<file path="src/rtl/synth_voice_bank_if.sv">
// synth_voice_bank_if: control/voice inputs and mixed-sample outputs of the oscillator bank
interface synth_voice_bank_if #(
    parameter int NUM_VOICES = 8,
    parameter int PHASE_W    = 32,
    parameter int OUT_W      = 16
);
    logic                    sample_tick;
    logic [PHASE_W-1:0]      phase_incs    [NUM_VOICES];
    logic [31:0]             voice_volumes [NUM_VOICES];
    logic [1:0]              waveforms     [NUM_VOICES];
    logic [NUM_VOICES-1:0]   retrigger;
    logic signed [OUT_W-1:0] out;
    logic                    out_valid;
    logic                    busy;
    logic                    overrun;
    modport master (
        output sample_tick, phase_incs, voice_volumes, waveforms, retrigger,
        input  out, out_valid, busy, overrun
    );
    modport slave (
        input  sample_tick, phase_incs, voice_volumes, waveforms, retrigger,
        output out, out_valid, busy, overrun
    );
endinterface

</file>
<file path="src/rtl/synth_voice_bank.sv">
// synth_voice_bank: time-multiplexed square/saw/triangle oscillator bank with saturating mixer
module synth_voice_bank #(
    parameter int NUM_VOICES = 8,
    parameter int PHASE_W    = 32,
    parameter int OUT_W      = 16,
    parameter int VOL_FRAC_W = 20
) (
    input logic clk,
    input logic reset,
    synth_voice_bank_if.slave bus
);
    localparam int VW = NUM_VOICES > 1 ? $clog2(NUM_VOICES) : 1;
    localparam int PW = OUT_W + 33;
    localparam int AW = PW + $clog2(NUM_VOICES) + 1;
    localparam logic signed [OUT_W-1:0] POS_A = {2'b01, {(OUT_W-2){1'b0}}};
    localparam logic signed [OUT_W-1:0] NEG_A = {2'b11, {(OUT_W-2){1'b0}}};
    localparam logic signed [AW-1:0] SMAX = {{(AW-OUT_W+1){1'b0}}, {(OUT_W-1){1'b1}}};
    localparam logic signed [AW-1:0] SMIN = ~SMAX;

    typedef enum logic [1:0] {IDLE, RUN, DONE} state_t;
    state_t state, nxt;

    logic [PHASE_W-1:0]      ph [NUM_VOICES];
    logic [NUM_VOICES-1:0]   pending, clr;
    logic [VW-1:0]           v;
    logic                    last;
    logic signed [AW-1:0]    acc;
    logic [PHASE_W-1:0]      ph_new;
    logic [OUT_W-1:0]        p;
    logic [1:0]              wf;
    logic signed [OUT_W-1:0] wave;
    logic signed [PW-1:0]    prod, scaled;
    logic signed [OUT_W-1:0] out_r, sat;
    logic                    out_valid_r, overrun_r;

    assign bus.out       = out_r;
    assign bus.out_valid = out_valid_r;
    assign bus.overrun   = overrun_r;

    always_ff @(posedge clk) begin
        state <= reset ? IDLE : nxt;
    end

    always_comb begin
        last = v == VW'(NUM_VOICES - 1);
        nxt  = state == IDLE ? (bus.sample_tick ? RUN : IDLE)
             : state == RUN  ? (last ? DONE : RUN)
             : IDLE;
    end

    always_comb begin
        bus.busy = state != IDLE;
    end

    // Voice v's wave is derived from its freshly advanced phase, not the stored one.
    always_comb begin
        ph_new = (pending[v] ? '0 : ph[v]) + bus.phase_incs[v];
        p      = ph_new[PHASE_W-1 -: OUT_W];
        wf     = bus.waveforms[v];
        wave   = wf == 2'b00 ? (p[OUT_W-1] ? POS_A : NEG_A)
               : wf == 2'b01 ? $signed({1'b0, p[OUT_W-1:1]}) - POS_A
               : wf == 2'b10 ? $signed(p[OUT_W-1] ? ~p : p) - POS_A
               : '0;
        prod   = $signed({{33{wave[OUT_W-1]}}, wave}) * $signed({{(OUT_W+1){1'b0}}, bus.voice_volumes[v]});
        scaled = prod >>> VOL_FRAC_W;
        clr    = state == RUN ? NUM_VOICES'(1) << v : '0;
        sat    = acc > SMAX ? SMAX[OUT_W-1:0] : acc < SMIN ? SMIN[OUT_W-1:0] : acc[OUT_W-1:0];
    end

    // A retrigger arriving on the voice's own processing edge survives the clear for next frame.
    always_ff @(posedge clk) begin
        if (reset) begin
            for (int i = 0; i < NUM_VOICES; i++) ph[i] <= '0;
            pending     <= '0;
            v           <= '0;
            acc         <= '0;
            out_r       <= '0;
            out_valid_r <= 1'b0;
            overrun_r   <= 1'b0;
        end else begin
            pending     <= (pending & ~clr) | bus.retrigger;
            out_valid_r <= state == DONE;
            if (bus.sample_tick && state != IDLE) overrun_r <= 1'b1;
            if (state == IDLE && bus.sample_tick) begin
                v   <= '0;
                acc <= '0;
            end
            if (state == RUN) begin
                ph[v] <= ph_new;
                v     <= last ? '0 : v + 1'b1;
                acc   <= acc + {{(AW-PW){scaled[PW-1]}}, scaled};
            end
            if (state == DONE) out_r <= sat;
        end
    end
endmodule

</file>
<file path="src/flat_wrapper.sv">
// flat-port wrapper written by rule: the top's interface ports become plain ports
module synth_voice_bank_flat 
#(
    parameter int NUM_VOICES = 8,
    parameter int PHASE_W    = 32,
    parameter int OUT_W      = 16,
    parameter int VOL_FRAC_W = 20
)
  (clk, reset, bus_sample_tick, bus_phase_incs, bus_voice_volumes, bus_waveforms, bus_retrigger, bus_out, bus_out_valid, bus_busy, bus_overrun);
  synth_voice_bank_if #(.NUM_VOICES(NUM_VOICES), .PHASE_W(PHASE_W), .OUT_W(OUT_W)) bus_i ();
  input logic clk;
  input logic reset;
  input wire logic [$bits(bus_i.sample_tick)-1:0] bus_sample_tick;
  input wire logic [$bits(bus_i.phase_incs)-1:0] bus_phase_incs;
  input wire logic [$bits(bus_i.voice_volumes)-1:0] bus_voice_volumes;
  input wire logic [$bits(bus_i.waveforms)-1:0] bus_waveforms;
  input wire logic [$bits(bus_i.retrigger)-1:0] bus_retrigger;
  output wire logic [$bits(bus_i.out)-1:0] bus_out;
  output wire logic [$bits(bus_i.out_valid)-1:0] bus_out_valid;
  output wire logic [$bits(bus_i.busy)-1:0] bus_busy;
  output wire logic [$bits(bus_i.overrun)-1:0] bus_overrun;
  assign bus_i.sample_tick = bus_sample_tick;
  assign bus_i.phase_incs = {>>{bus_phase_incs}};
  assign bus_i.voice_volumes = {>>{bus_voice_volumes}};
  assign bus_i.waveforms = {>>{bus_waveforms}};
  assign bus_i.retrigger = bus_retrigger;
  assign bus_out = bus_i.out;
  assign bus_out_valid = bus_i.out_valid;
  assign bus_busy = bus_i.busy;
  assign bus_overrun = bus_i.overrun;
  synth_voice_bank #(.NUM_VOICES(NUM_VOICES), .PHASE_W(PHASE_W), .OUT_W(OUT_W), .VOL_FRAC_W(VOL_FRAC_W)) u_core (.clk(clk), .reset(reset), .bus(bus_i));
endmodule
</file>
<file path="config.mk">
export PLATFORM = sky130hd
export DESIGN_NAME = synth_voice_bank_flat
export DESIGN_NICKNAME = d
export VERILOG_FILES = /design/src/rtl/synth_voice_bank_if.sv /design/src/rtl/synth_voice_bank.sv /design/src/flat_wrapper.sv
export SDC_FILE = /design/constraint.sdc
export NUM_CORES = 2
export LEC_CHECK = 0
export BUFFER_PORTS_ARGS = -buffer_cell sky130_fd_sc_hd__clkbuf_2
export CAP_MARGIN = 20
export CORE_AREA = 5 5 366 368
export DETAILED_ROUTE_END_ITERATION = 10
export DIE_AREA = 0 0 371 373
export GPL_ROUTABILITY_DRIVEN = 1
export GPL_TIMING_DRIVEN = 0
export PLACE_DENSITY = 0.44
export SLEW_MARGIN = 20
export SYNTH_ARGS = -nofsm -noshare
export SYNTH_HDL_FRONTEND = slang
export SYNTH_SLANG_ARGS = --single-unit
export TNS_END_PERCENT = 20
</file>
<file path="constraint.sdc">
create_clock -name clk -period 21 [get_ports clk]
set_clock_uncertainty 0.1 [all_clocks]
set_input_delay 4.2 -clock clk [delete_from_list [all_inputs] [get_ports clk]]
set_output_delay 4.2 -clock clk [all_outputs]
set_load 0.01 [all_outputs]
</file>
; ---- After elaboration in Yosys (flattened, before gate mapping)
; Memories as Yosys holds them, arrays and structs flattened. A register that Yosys moved wholly into a read port is not among the register bits.
; Cells that the tools add are included.
[word_totals]
register_bits = 84
mem_bits_rw = 256
output_inout_bits = 19
word_cells = 75
mem_count = 1
[classes]
add_sub_neg = 5
mul = 1
order_cmp = 4
eq_ne = 5
n_shift = 1
n_mux = 39
bitwise_logic = 5
n_reduce_logical = 7
[mem_list]
columns = name, words, word_bits, read_ports, rd_clocked_by_memory_dff, write_ports, line
row1 = u_core.ph, 8, 32, 1, 1, 8, synth_voice_bank.sv:23  ; logic [PHASE_W-1:0] ph [NUM_VOICES];
[op_table]
columns = operator, count
row1 = 32-bit binary-select mux with 3-bit select, 2
row2 = 32-bit two-way mux, 6
row3 = 16-bit two-way mux, 7
row4 = 53-bit two-way mux, 2
row5 = 53-bit adder, 1
row6 = 53-bit by 16-bit greater-than comparator with 1-bit output (second input constant), 1
row7 = 53-bit by 16-bit < comparator with 1-bit output (second input constant), 1
row8 = 16-bit by 33-bit multiplier with 49-bit output, 1
row9 = 32-bit adder, 1
row10 = 32-bit OR reduction, 1
row11 = 3-bit two-way mux, 6
row12 = 16-bit NOT, 1
row13 = 15-bit by 15-bit subtractor with 16-bit output (second input constant), 1
row14 = 16-bit by 15-bit subtractor with 16-bit output (second input constant), 1
row15 = 2-bit two-way mux, 5
row16 = 8-bit bitwise AND, 1
row17 = 1-bit two-way mux, 8
row18 = 8-bit two-way mux, 1
row19 = 8-bit NOT, 1
row20 = 8-bit bitwise OR, 1
row21 = 1-bit by 3-bit left shift with 8-bit output (first input constant), 1
row22 = 2-bit binary-select mux with 3-bit select, 1
row23 = 2-bit by 1-bit == test with 1-bit output (second input constant), 2
row24 = 2-bit == test (second input constant), 2
row25 = other kinds (9), 12

; ---- Longest topological paths before layout
[depth]
depth_word = 14
ltp_mapped = 63
ltp_nobuf = 59

; ---- Worst setup path before layout
; OpenSTA, ideal clock, no wires.
[synth_path]
path_kind = input -> register
from = in bus_phase_incs[137]
to = reg u_core.acc[52]
setup_time_ns = 0.127
arrival_ns = 17.100
path_slack_ns = 3.672
cell_stages = 51
n_path_buf = 1
cell_sequence = o22ai_1 > nor4_1 > ha_1 > a2111oi_0 > o21ai_1 > o2111a_1 > a211o_1 > o2bb2ai_1 > o41a_1 > a211oi_1 > inv_1 > a21oi_1 > xor2_2 > xnor2_1 > o22ai_1 > clkbuf_1 > nand2_1 > fa_1 > [... 15 more ...] > inv_1 > a221oi_1 > a31o_1 > nand2b_1 > xnor2_1 > ha_1 > nand3_1 > nor2_1 > o211ai_1 > a311o_1 > a31oi_1 > a21oi_1 > o21a_1 > o31a_1 > o21ai_0 > mux4_2 > o41ai_2 > a21oi_1
[synth_via]
elab_chain_cells = 13
word_cells_on_any_way = 15
[synth_lines]
columns = item, line
row1 = start: declaration, flat_wrapper.sv:14  ; input wire logic [$bits(bus_i.phase_incs)-1:0] bus_phase_incs;
row2 = 32-bit binary-select mux with 3-bit select (*), synth_voice_bank.sv:57  ; ph_new = (pending[v] ? '0 : ph[v]) + bus.phase_incs[v];
row3 = 32-bit two-way mux (implied by the code) (*) (2 in a row), synth_voice_bank.sv:57
row4 = 32-bit adder (*), synth_voice_bank.sv:57
row5 = 16-bit NOT, synth_voice_bank.sv:62  ; : wf == 2'b10 ? $signed(p[OUT_W-1] ? ~p : p) - POS_A
row6 = 16-bit two-way mux, synth_voice_bank.sv:62
row7 = 16-bit by 15-bit subtractor with 16-bit output, synth_voice_bank.sv:62
row8 = 16-bit two-way mux, synth_voice_bank.sv:62
row9 = 16-bit two-way mux, synth_voice_bank.sv:61  ; : wf == 2'b01 ? $signed({1'b0, p[OUT_W-1:1]}) - POS_A
row10 = 16-bit two-way mux (*), synth_voice_bank.sv:60  ; wave = wf == 2'b00 ? (p[OUT_W-1] ? POS_A : NEG_A)
row11 = 16-bit by 33-bit multiplier with 49-bit output (*), synth_voice_bank.sv:64  ; prod = $signed({{33{wave[OUT_W-1]}}, wave}) * $signed({{(OUT_W+1){1'b0}}, bus.voice_volumes[v]});
row12 = 53-bit adder (*), synth_voice_bank.sv:91  ; acc <= acc + {{(AW-PW){scaled[PW-1]}}, scaled};
row13 = 53-bit two-way mux (*), synth_voice_bank.sv:88  ; if (state == RUN) begin
row14 = end signal: assignment, synth_voice_bank.sv:91
row15 = end: declaration, synth_voice_bank.sv:27  ; logic signed [AW-1:0] acc;
; Every way passes the cells marked *; elsewhere a longest branch is shown, timed or not. The select of a mux whose other input is x is not followed.
; A chain may end at the register's enable or synchronous reset.

; ---- Final worst setup path
[layout_path]
from = reg u_core.v[0]
to = reg u_core.acc[52]
[layout_via]
elab_chain_cells = 14
word_cells_on_any_way = 28
[layout_lines]
columns = item, line
row1 = start: declaration, synth_voice_bank.sv:25  ; logic [VW-1:0] v;
row2 = start signal: assignment, synth_voice_bank.sv:90  ; v <= last ? '0 : v + 1'b1;
row3 = 3-bit NOT with 4-bit output (implied by the code), "synth_voice_bank.sv:57, synth_voice_bank.sv:59, synth_voice_bank.sv:64"
row4 = 32-bit binary-select mux with 3-bit select, synth_voice_bank.sv:57
row5 = 32-bit two-way mux (implied by the code) (2 in a row), synth_voice_bank.sv:57
row6 = 32-bit adder, synth_voice_bank.sv:57
row7 = 16-bit NOT, synth_voice_bank.sv:62
row8 = 16-bit two-way mux, synth_voice_bank.sv:62
row9 = 16-bit by 15-bit subtractor with 16-bit output, synth_voice_bank.sv:62
row10 = 16-bit two-way mux, synth_voice_bank.sv:62
row11 = 16-bit two-way mux, synth_voice_bank.sv:61
row12 = 16-bit two-way mux, synth_voice_bank.sv:60
row13 = 16-bit by 33-bit multiplier with 49-bit output (*), synth_voice_bank.sv:64
row14 = 53-bit adder (*), synth_voice_bank.sv:91
row15 = 53-bit two-way mux (*), synth_voice_bank.sv:88
; Marks and branches as above.

==> flow_metrics.env <==
export IMPL_status="completed"
export IMPL_via_count=33500
export IMPL_rows=133
export IMPL_fmax_mhz=49.8
export IMPL_cp_data_required_time_ns=21.35
export IMPL_yosys_area_top_type_share_pct=22.3
export IMPL_clock_path_buffers=3
export IMPL_yosysUniqueCellTypes=84
export IMPL_io_buffers=557
export IMPL_synth_area_leaders="fa_1, edfxtp_1, ha_1"
export IMPL_wl_per_cell_microns=25.0
export IMPL_drive_above_1_share_pct=17.5
export IMPL_worstPathArrival_ns=20.43
export IMPL_ys_top_cells_by_count="nor2_1, inv_1, fa_1"
export IMPL_wl_mm=164
export IMPL_ys_warn_count=0
export IMPL_yosysSeqAreaShare_pct=25.1
export IMPL_grt_pass1_vias=35100
export IMPL_syn_area_sq_um=37600
export IMPL_htreeDepth=2
export IMPL_slew_headroom_pct=22.0
export IMPL_slew_viol_final=0
export IMPL_drv_cap=0
export IMPL_core_area_sq_um=130000
export IMPL_synthArstFlopShare_pct=0
export IMPL_place_gp_congestion=0.914
export IMPL_nets=5948
export IMPL_synth_most_common_cell="nor2_1"
export IMPL_post_route_min_period_ns=20.08
export IMPL_worstSkewPairLatency_ns=0.58
export IMPL_antenna_left=0
export IMPL_syn_num_nets=5309
export IMPL_rsz0062_at_grt="false"
export IMPL_pin_count=558
export IMPL_drt_initial_drc_count=2337
export IMPL_r2r_setup_slack_ns=0.92
export IMPL_viasPerCell=5.12
export IMPL_clkTransAtPathRegs_ns=0.06
export IMPL_cts_tree="done"
export IMPL_hold_path_class="flip-flop to flip-flop"
export IMPL_die_h_microns=373
export IMPL_dp_cells=6463
export IMPL_synth_seq_cells=343
export IMPL_antenna_found_initial=6
export IMPL_crit_path_max_incr_delay_ns=0.81
export IMPL_grt_start_max_net_pins=33
export IMPL_finalCritPeriodShare_pct=95.6
export IMPL_critPathMostFrequentCell="fa_1"
export IMPL_clock_sinks=343
export IMPL_die_area_sq_um=138000
export IMPL_critPathKind="flip-flop to flip-flop"
export IMPL_start_kind="flip-flop"
export IMPL_hold_viol_final=0
export IMPL_synth_edf_count=256
export IMPL_layout_cells_non_filler=6532
export IMPL_start_util_pct=28.8
export IMPL_grt_ovfl_total=0
export IMPL_drc=0
export IMPL_dr_pass1_iters=6
export IMPL_syn2layout_area_growth_pct=18.6
export IMPL_setup_viol=0
export IMPL_cts_root_buffer_cell="clkbuf_16"
export IMPL_cp_max_fo=10
export IMPL_grt_pass1_wl_mm=236
export IMPL_synth_top_area_cell="fa_1"
export IMPL_end_kind="flip-flop"
export IMPL_worst_slew_pin_slew_ns=1.17
export IMPL_critPathSlowestCell="clkdlybuf4s15_1"
export IMPL_syn_inst=4107
export IMPL_hpwl_mm=136
export IMPL_cts_made_buffers=38
export IMPL_die_w_microns=371
export IMPL_avgSynthCellArea_sq_um=9.15
export IMPL_synth_flop_cell="edfxtp_1"
export IMPL_cts_hold_buffers=0
export IMPL_grt_usage_pct=23.0
## metrics by stage
step	setup TNS, ns	hold WS (ns)	instance area, sq um	utilization (%)	worst slack [ns]
final	0	0.377	44600	34.2	0.921
after global routing	0	0.407	44600	34.2	0.0610
after CTS	0	0.380	44500	34.1	0.196
after detailed placement	-0.275	0.364	43300	33.2	-0.275
after global placement	-59.96	0.356	42600	32.6	-3.93
after floorplan	0	0.343	37600	-	3.67
## cells in the final DEF, fill, tap and decap left out, types with 39 or more instances in the layout
cell / count
inv_1: 570
dfxtp_1: 87
a22oi_1: 42
edfxtp_1: 256
a21oi_1: 129
o22ai_1: 215
a21o_1: 78
nor2_1: 588
mux4_2: 68
clkbuf_16: 39
ha_1: 244
xor2_1: 48
clkbuf_2: 570
clkbuf_1: 173
nand2_1: 402
xnor2_1: 63
o21ai_0: 97
fa_1: 419
mux2i_1: 39
## kinds of logic (layout without fill, tap and decap cells)
group                    Yosys count  after routing  share of synthesized area [%]
AO/OA/AOI/OAI                    750            750                           13.0
buffers and inverters            796           1462                           7.98
adder cells (fa/ha/maj)          663            663                           30.4
XOR/XNOR                         116            116                           2.72
flip-flops                       343            343                           25.1
multiplexers                     109            109                           5.17
other                              0              4                              0
AND/OR/NAND/NOR                 1330           1330                           15.5
## path summary, 6_finish.rpt
| kind | start | end | cells past startpoint |
|---|---|---|---|
| min reg2reg | u_core.pending[1] | u_core.pending[1] | 2 |
| min | u_core.pending[1] | u_core.pending[1] | 2 |
| max reg2reg | u_core.v[0] | u_core.acc[52] | 57 |
| max | u_core.v[0] | u_core.acc[52] | 57 |
## cell type report
cell class / count / area, sq um
Antenna cell: 4 / 10.0
Buffer: 221 / 872
Clock buffer: 54 / 1070
Clock inverter: 13 / 133
Fill cell: 13800 / 85900
Inverter: 572 / 2150
Multi-Input combinational cell: 2968 / 25500
Sequential cell: 343 / 9430
Tap cell: 1755 / 2200
Timing Repair Buffer: 602 / 3190
## critical path, delay by kind of cell, from the launching register on
| family | cells | cell delay, ns |
|---|---|---|
| DFF | 1 | 0.33 |
| and+or+nand+nor | 14 | 3.95 |
| AOI/OAI and AO/OA | 20 | 5.83 |
| buffers and inverters | 11 | 4.14 |
| adders and majority gates | 9 | 4.26 |
| xor gates and xnor gates | 2 | 0.68 |
| muxes | 1 | 0.59 |
## registers in the layout, summed over array words and instances, names as in the netlist, named ones only
signal and flops:
u_core.acc 53, u_core.bus.out 16, u_core.pending 8, u_core.state 2, u_core.bus.overrun 1, u_core.bus.out_valid 1, u_core.ph 256, u_core.v 3
## timing repair
item	4_1_cts	5_1_grt
pin swaps	0	0
gates resized for setup	4	16
setup endpoints to repair	1	1
endpoints found under the hold margin	0	0
buffers inserted	0	0
## metal layers
layer | vias up | wire length, microns | global-route usage, % | share of wire (%)
met5 | - | 0 | 0 | 0
met4 | 0 | 5130 | 6.51 | 3.1
met3 | 213 | 10200 | 3.83 | 6.2
met2 | 1183 | 79200 | 39.6 | 48
met1 | 16800 | 69000 | 29.9 | 42
li1 | 15200 | - | - | -
Power is not shown: default switching activity piles up to over one toggle a cycle in this logic, so the estimate is an artifact.
